$ cat config.mk
export PLATFORM = sky130hd
export DESIGN_NAME = axicb_slv_wr_sched_flat
export DESIGN_NICKNAME = d
export VERILOG_FILES = /design/src/rtl/axicb_slv_wr_sched_if.sv /design/src/rtl/axicb_slv_wr_sched.sv /design/src/flat_wrapper.sv
export SDC_FILE = /design/constraint.sdc
export NUM_CORES = 1
export LEC_CHECK = 0
export ABC_AREA = 0
export CAP_MARGIN = 20
export CORE_ASPECT_RATIO = 0.8
export CORE_MARGIN = 2
export CORE_UTILIZATION = 40
export DETAILED_ROUTE_END_ITERATION = 8
export PLACE_DENSITY = 0.91
export SYNTH_ARGS = -nofsm -noshare
export SYNTH_HDL_FRONTEND = slang
export SYNTH_SLANG_ARGS = --single-unit
$ cat constraint.sdc
create_clock -name i_aclk -period 5.6 [get_ports i_aclk]
set_clock_uncertainty 0.1 [all_clocks]
set_input_delay 1.4 -clock i_aclk [delete_from_list [all_inputs] [get_ports i_aclk]]
set_output_delay 1.4 -clock i_aclk [all_outputs]
set_load 0.05 [all_outputs]
$ cat src/rtl/axicb_slv_wr_sched_if.sv
// Bundle of the AW/W channels around the slave-side write scheduler.
// The "slave" modport is the scheduler's view. The "master" modport is the
// surrounding fabric: the requesters plus the downstream slave interface.
interface axicb_slv_wr_sched_if #(
  parameter int MST_NB  = 4,
  parameter int AWCH_W  = 8,
  parameter int WCH_W   = 8,
  parameter int OSTD_NB = 4
);
  logic [MST_NB-1:0]        i_awvalid;
  logic [MST_NB-1:0]        i_awready;
  logic [MST_NB*AWCH_W-1:0] i_awch;
  logic [MST_NB-1:0]        i_wvalid;
  logic [MST_NB-1:0]        i_wready;
  logic [MST_NB-1:0]        i_wlast;
  logic [MST_NB*WCH_W-1:0]  i_wch;
  logic                     o_awvalid;
  logic                     o_awready;
  logic [AWCH_W-1:0]        o_awch;
  logic                     o_wvalid;
  logic                     o_wready;
  logic                     o_wlast;
  logic [WCH_W-1:0]         o_wch;
  logic [$clog2(OSTD_NB):0] o_ostd_cnt;

  modport slave (
    input  i_awvalid, i_awch, i_wvalid, i_wlast, i_wch, o_awready, o_wready,
    output i_awready, i_wready, o_awvalid, o_awch, o_wvalid, o_wlast, o_wch,
    output o_ostd_cnt
  );

  modport master (
    output i_awvalid, i_awch, i_wvalid, i_wlast, i_wch, o_awready, o_wready,
    input  i_awready, i_wready, o_awvalid, o_awch, o_wvalid, o_wlast, o_wch,
    input  o_ostd_cnt
  );
endinterface

$ cat src/rtl/axicb_slv_wr_sched.sv
// Write-path scheduler for one crossbar slave port.
// AW requests are granted round-robin, and the grant is held stable while
// the slave stalls. The grant order is queued so that W bursts are
// forwarded in the same order as their addresses were accepted.
module axicb_slv_wr_sched #(
  parameter int MST_NB  = 4,
  parameter int AWCH_W  = 8,
  parameter int WCH_W   = 8,
  parameter int OSTD_NB = 4
) (
  input logic                   i_aclk,
  input logic                   i_arst,
  axicb_slv_wr_sched_if.slave   bus
);

  localparam int IDX_W = $clog2(MST_NB);
  localparam int PTR_W = $clog2(OSTD_NB);

  logic [IDX_W-1:0] prio_ptr;
  logic [IDX_W-1:0] lock_idx;
  logic             lock;
  logic [IDX_W-1:0] arb_idx;
  logic [IDX_W-1:0] cand_idx;
  logic             arb_found;
  logic [IDX_W-1:0] grant;
  logic             req;
  logic             full;
  logic             empty;
  logic             aw_hs;
  logic             w_pop;
  logic [IDX_W-1:0] head;
  logic [IDX_W-1:0] order_mem [OSTD_NB];
  logic [PTR_W-1:0] wr_ptr;
  logic [PTR_W-1:0] rd_ptr;
  logic [PTR_W:0]   count;

  // Round-robin search for the first active request, starting at the priority pointer
  always_comb begin
    arb_found = 1'b0;
    arb_idx   = '0;
    cand_idx  = '0;
    for (int i = 0; i < MST_NB; i++) begin
      cand_idx = IDX_W'((int'(prio_ptr) + i) % MST_NB);
      if (!arb_found && bus.i_awvalid[cand_idx]) begin
        arb_found = 1'b1;
        arb_idx   = cand_idx;
      end
    end
  end

  // A stalled grant stays locked so that the presented AW payload cannot change under valid
  assign grant = lock ? lock_idx : arb_idx;
  assign req   = lock | arb_found;
  assign full  = (count == (PTR_W+1)'(OSTD_NB));
  assign empty = (count == '0);
  assign aw_hs = bus.o_awvalid & bus.o_awready;

  assign bus.o_awvalid = req & ~full;
  assign bus.o_awch    = bus.i_awch[grant*AWCH_W +: AWCH_W];

  // Return ready only to the requester whose AW is being presented
  always_comb begin
    bus.i_awready = '0;
    if (req && !full && bus.o_awready) bus.i_awready[grant] = 1'b1;
  end

  // The W owner is whichever requester sits at the head of the order queue
  assign head           = order_mem[rd_ptr];
  assign bus.o_wvalid   = ~empty & bus.i_wvalid[head];
  assign bus.o_wlast    = ~empty & bus.i_wlast[head];
  assign bus.o_wch      = bus.i_wch[head*WCH_W +: WCH_W];
  assign bus.o_ostd_cnt = count;
  assign w_pop          = bus.o_wvalid & bus.o_wready & bus.o_wlast;

  // Forward the slave's W ready to the head requester only
  always_comb begin
    bus.i_wready = '0;
    if (!empty) bus.i_wready[head] = bus.o_wready;
  end

  // Priority pointer and AW lock follow the handshake outcome of each cycle
  always_ff @(posedge i_aclk or posedge i_arst) begin
    if (i_arst) begin
      prio_ptr <= '0;
      lock     <= 1'b0;
      lock_idx <= '0;
    end else if (aw_hs) begin
      prio_ptr <= (grant == IDX_W'(MST_NB-1)) ? '0 : grant + 1'b1;
      lock     <= 1'b0;
    end else if (bus.o_awvalid) begin
      lock     <= 1'b1;
      lock_idx <= grant;
    end
  end

  // Order queue: push the granted index on each AW handshake, pop on the head's last W beat
  always_ff @(posedge i_aclk or posedge i_arst) begin
    if (i_arst) begin
      wr_ptr <= '0;
      rd_ptr <= '0;
      count  <= '0;
      for (int i = 0; i < OSTD_NB; i++) order_mem[i] <= '0;
    end else begin
      if (aw_hs) begin
        order_mem[wr_ptr] <= grant;
        wr_ptr            <= wr_ptr + 1'b1;
      end
      if (w_pop) rd_ptr <= rd_ptr + 1'b1;
      case ({aw_hs, w_pop})
        2'b10:   count <= count + 1'b1;
        2'b01:   count <= count - 1'b1;
        default: count <= count;
      endcase
    end
  end

endmodule

$ cat src/flat_wrapper.sv
// flat-port wrapper written by rule: the top's interface ports become plain ports
module axicb_slv_wr_sched_flat 
#(
  parameter int MST_NB  = 4,
  parameter int AWCH_W  = 8,
  parameter int WCH_W   = 8,
  parameter int OSTD_NB = 4
)
  (i_aclk, i_arst, bus_i_awvalid, bus_i_awch, bus_i_wvalid, bus_i_wlast, bus_i_wch, bus_o_awready, bus_o_wready, bus_i_awready, bus_i_wready, bus_o_awvalid, bus_o_awch, bus_o_wvalid, bus_o_wlast, bus_o_wch, bus_o_ostd_cnt);
  axicb_slv_wr_sched_if #(.MST_NB(MST_NB), .AWCH_W(AWCH_W), .WCH_W(WCH_W), .OSTD_NB(OSTD_NB)) bus_i ();
  input logic i_aclk;
  input logic i_arst;
  input wire logic [$bits(bus_i.i_awvalid)-1:0] bus_i_awvalid;
  input wire logic [$bits(bus_i.i_awch)-1:0] bus_i_awch;
  input wire logic [$bits(bus_i.i_wvalid)-1:0] bus_i_wvalid;
  input wire logic [$bits(bus_i.i_wlast)-1:0] bus_i_wlast;
  input wire logic [$bits(bus_i.i_wch)-1:0] bus_i_wch;
  input wire logic [$bits(bus_i.o_awready)-1:0] bus_o_awready;
  input wire logic [$bits(bus_i.o_wready)-1:0] bus_o_wready;
  output wire logic [$bits(bus_i.i_awready)-1:0] bus_i_awready;
  output wire logic [$bits(bus_i.i_wready)-1:0] bus_i_wready;
  output wire logic [$bits(bus_i.o_awvalid)-1:0] bus_o_awvalid;
  output wire logic [$bits(bus_i.o_awch)-1:0] bus_o_awch;
  output wire logic [$bits(bus_i.o_wvalid)-1:0] bus_o_wvalid;
  output wire logic [$bits(bus_i.o_wlast)-1:0] bus_o_wlast;
  output wire logic [$bits(bus_i.o_wch)-1:0] bus_o_wch;
  output wire logic [$bits(bus_i.o_ostd_cnt)-1:0] bus_o_ostd_cnt;
  assign bus_i.i_awvalid = bus_i_awvalid;
  assign bus_i.i_awch = bus_i_awch;
  assign bus_i.i_wvalid = bus_i_wvalid;
  assign bus_i.i_wlast = bus_i_wlast;
  assign bus_i.i_wch = bus_i_wch;
  assign bus_i.o_awready = bus_o_awready;
  assign bus_i.o_wready = bus_o_wready;
  assign bus_i_awready = bus_i.i_awready;
  assign bus_i_wready = bus_i.i_wready;
  assign bus_o_awvalid = bus_i.o_awvalid;
  assign bus_o_awch = bus_i.o_awch;
  assign bus_o_wvalid = bus_i.o_wvalid;
  assign bus_o_wlast = bus_i.o_wlast;
  assign bus_o_wch = bus_i.o_wch;
  assign bus_o_ostd_cnt = bus_i.o_ostd_cnt;
  axicb_slv_wr_sched #(.MST_NB(MST_NB), .AWCH_W(AWCH_W), .WCH_W(WCH_W), .OSTD_NB(OSTD_NB)) u_core (.i_aclk(i_aclk), .i_arst(i_arst), .bus(bus_i));
endmodule
==> out/metrics.csv <==
stage;metric;value;unit
status;outcome;finished clean;
route;routed_wirelength;4.972;mm
critical_path;rr_endpoint;u_core.bus.o_ostd_cnt[2]$_DFFE_PP0P_;
synthesis;synth_area_leaders;sky130_fd_sc_hd__dfrtp_1, sky130_fd_sc_hd__mux2i_1, sky130_fd_sc_hd__mux4_2, sky130_fd_sc_hd__ha_1, sky130_fd_sc_hd__mux2_2;
global_routing;grt_use_met3;3.009;%
placed_design;dp_hpwl;4.248;mm
critical_path;worstSetupPathDepth;9;
critical_path;cp-start-kind;primary input;
synthesis;postSynthNetCount;249;
power_and_ir_drop;p_leak;1.310;nW
global_routing;grt_pass1_wl;8.059;mm
route;detail_route.drc_violations;0;
finish;register_area;500.5;µm²
synthesis;cell_count_after_synthesis;159;
sta;fin_crit_sh;88.72;%
die;fp-row-count;21;
synthesis;synth_largest_type_area_fraction;28.55;%
sta;number_of_hold_slack_violations_in_the_final_timing_report;0;
critical_path;worstSetupEndpoint;bus_o_awch[6];
critical_path;worstSetupEndpointType;output port;
synthesis;ys_top_cells_by_count;sky130_fd_sc_hd__mux2i_1, sky130_fd_sc_hd__dfrtp_1, sky130_fd_sc_hd__nand2_1;
synthesis;synth.cell_area;0.001753;mm²
synthesis;yosys.cell_count.top_type;sky130_fd_sc_hd__mux2i_1;
critical_path;worst_case_reg_to_reg_path_depth;10;
route;dr_total_vias;1578;
synthesis;count_of_flip_flops_with_a_built_in_enable_after_synthesis;0;
critical_path;regToRegSetupSlack;2.40;ns
synthesis;synth.yosys.seq_area_share;28.55;%
min_path;hold_class;register to register;
placed_design;global_placement_routability_congestion;0.7364;
die;core_region_area;0.004204;mm²
finish;diodes;0;
critical_path;timing.critical_path.slowest_cell_delay;0.50;ns
synthesis;asyncSetResetFlopFracSynth;100.0;%
clock_network;post_cts_hold_buffer_count;0;
synthesis;synth_warnings;0;
die;boundaryPins;110;
clock_network;cts_buffer_depth;2;
global_routing;grtUsageMet1;26.98;%
clock_network;post_cts_resize_count;0;
finish;syn2layout_area_growth;69.31;%
sta;worst_pin_slew;0.7302;ns
clock_network;clkSlewWorstSetupHoldPaths;0.07;ns
finish;fillers;323;
synthesis;syn_area_per_cell;11.02;µm²
die;initial_utilization;41.70;%
placed_design;buffer_ports.inserted;109;
clock_network;cts_tree;yes;
clock_network;worstSkewPairLatency;0.26;ns
critical_path;path_buf_inv;4;
synthesis;synth_flop_cell;sky130_fd_sc_hd__dfrtp_1;
sta;rsz0062_at_grt;no;
sta;max_freq;201.3;MHz
route;antenna_violating_nets_post_route;0;
clock_network;clock-sinks;20;
die;dieHeight;63.21;µm
clock_network;cts-buffers-inserted;3;
route;detail_route.first_pass.iterations;4;
route;initial_detailed_routing_violation_count;92;
synthesis;synth.ff_latch_count;20;
critical_path;critPathSlowestCell;sky130_fd_sc_hd__clkdlybuf4s50_1;
critical_path;path_class;primary input to output port;
die;chipWidth;78.01;µm
clock_network;ctsRootBufferMaster;sky130_fd_sc_hd__clkbuf_8;
clock_network;post-cts-setup-buffer-count;0;
global_routing;maximum_number_of_pins_on_one_net_before_global_route_repair;21;
finish;layout-drive-gt1-share;15.41;%
global_routing;grt.busiest_layer;met2;
power_and_ir_drop;power-per-cell-area;701.4;mW/mm²
critical_path;regToRegStartpoint;u_core.rd_ptr[0]$_DFFE_PP0P_;
critical_path;path_cells;clkdlybuf4s50_1, nand2b_1, a21boi_1, o41ai_4, buf_4, buf_4, mux2i_1, mux2i_1, buf_12;
die;die-area;0.004931;mm²
power_and_ir_drop;worst_ir_drop_vdd;0.3716;mV
synthesis;synth_cell_type_count;34;
global_routing;use_met2;36.53;%
clock_network;htree_num_levels;1;
flow_run;max_cap_violations;0;
critical_path;crit_fanout;15;
finish;stdcell_area;0.002968;mm²
global_routing;global_route.overflow_total;0;
sta;min_period;4.968;ns
synthesis;synth_area_leader_cell;sky130_fd_sc_hd__dfrtp_1;
finish;area_of_the_multi_input_gates;0.001150;mm²
critical_path;cp_top_family;buffers and inverters;
global_routing;grt_pass1_vias;1608;
placed_design;post_placement_cell_area;0.002927;mm²
global_routing;grt_usage;20.53;%
sta;final_max_slew_viol_count;0;
finish;fin_nets;358;
sta;total_setup_violations_reported_at_the_end_of_the_flow;0;
sta;tns;0;ns
global_routing;antenna_found_initial;0;
route;routedWlPerCell;15.39;µm
route;drt-vias-per-instance;4.885;
sta;timing.max_slew.rel_slack;51.27;%
critical_path;worst-endpoint-required;4.10;ns
critical_path;worst_ep_arrival_time;3.47;ns
critical_path;crit_path_start;bus_i_awvalid[3];
==> worst register-to-register path, delay by kind of cell (launching register included) <==
kind                       cells  cell delay [ns]
muxes                          3             1.24
DFF                            1             0.52
and+or+nand+nor                2             0.35
xor gates and xnor gates       2             0.29
buffers and inverters          1             0.06
adders and majority gates      2             0.56
==> state kept, by name, summed over array words and instances, names as in the netlist <==
| register | cells |
|---|---|
| u_core.wr_ptr | 2 |
| u_core.bus.o_ostd_cnt | 3 |
| u_core.rd_ptr | 2 |
| u_core.order_mem | 8 |
| u_core.lock | 1 |
| u_core.lock_idx | 2 |
| u_core.prio_ptr | 2 |
==> cell type report <==
cell class	count	area share, %
repair buffers	112	39.46
multi-input cells	122	38.74
inverters	9	1.138
flip-flops and latches	20	16.86
well taps	57	2.403
clock buffers	3	1.391
==> metrics by stage <==
stage | power [mW] | cells | utilization, % | hold slack (ns) | setup slack (ns)
global placement | 1.964 | 320 | 69.61 | 0.3854 | 0.6909
finish | 2.082 | 323 | 70.60 | 0.4068 | 0.6316
detailed placement | 2.000 | 320 | 69.61 | 0.3934 | 0.6299
floorplan | 1.505 | 159 | - | 0.3698 | 0.9450
CTS | 2.095 | 323 | 70.60 | 0.4089 | 0.6104
global route | 2.188 | 323 | 70.60 | 0.4299 | 0.5183
==> kinds of logic after synthesis <==
group	count (synthesis)	share of synthesized area [%]
muxes	51	36.90
and+or+nand+nor	41	11.85
xor gates and xnor gates	6	2.998
adders and majority gates	10	7.566
buffers and inverters	17	5.852
DFF	20	28.55
AOI/OAI and AO/OA	14	6.282
==> metal layers <==
layer	share of wire, %	vias up	routed length, µm
li1	-	782	-
met3	2.2	4	107
met5	0	-	0
met1	43	774	2149
met2	54	18	2689
met4	0.52	0	26
==> placed cells by master (no fill, tap or decap), types with 2 or more instances in the layout <==
cell type and instances:
sky130_fd_sc_hd__xnor2_1 3, sky130_fd_sc_hd__buf_4 8, sky130_fd_sc_hd__and3_1 5, sky130_fd_sc_hd__clkbuf_8 3, sky130_fd_sc_hd__nand2_1 14, sky130_fd_sc_hd__nor2b_1 5, sky130_fd_sc_hd__mux4_2 10, sky130_fd_sc_hd__nor3_1 2
sky130_fd_sc_hd__xor2_1 3, sky130_fd_sc_hd__ha_1 9, sky130_fd_sc_hd__mux2i_1 32, sky130_fd_sc_hd__dfrtp_1 20, sky130_fd_sc_hd__clkdlybuf4s50_1 97, sky130_fd_sc_hd__buf_12 7, sky130_fd_sc_hd__nor2_1 7, sky130_fd_sc_hd__inv_1 9
sky130_fd_sc_hd__o21ai_0 3, sky130_fd_sc_hd__nand2b_1 4, sky130_fd_sc_hd__mux2_2 9, sky130_fd_sc_hd__a21oi_1 3
==> power breakdown <==
group	internal (mW)	switching, mW
Combinational	0.724	0.976
Clock	0.0479	0.0438
Sequential	0.219	0.0711
Total	0.991	1.09
==> how the worst min path moves through the flow <==
stage | from | endpoint | depth (start not counted)
floorplan | u_core.prio_ptr[0]$_DFFE_PP0P_ | u_core.prio_ptr[0]$_DFFE_PP0P_ | 2
CTS | u_core.order_mem[3]$_DFFE_PP0P_ | u_core.order_mem[3]$_DFFE_PP0P_ | 1
global placement | u_core.order_mem[5]$_DFFE_PP0P_ | u_core.order_mem[5]$_DFFE_PP0P_ | 1
global route | u_core.order_mem[5]$_DFFE_PP0P_ | u_core.order_mem[5]$_DFFE_PP0P_ | 1
detailed placement | u_core.order_mem[3]$_DFFE_PP0P_ | u_core.order_mem[3]$_DFFE_PP0P_ | 1
finish | u_core.order_mem[7]$_DFFE_PP0P_ | u_core.order_mem[7]$_DFFE_PP0P_ | 1
(Power assumes the default switching activity.)
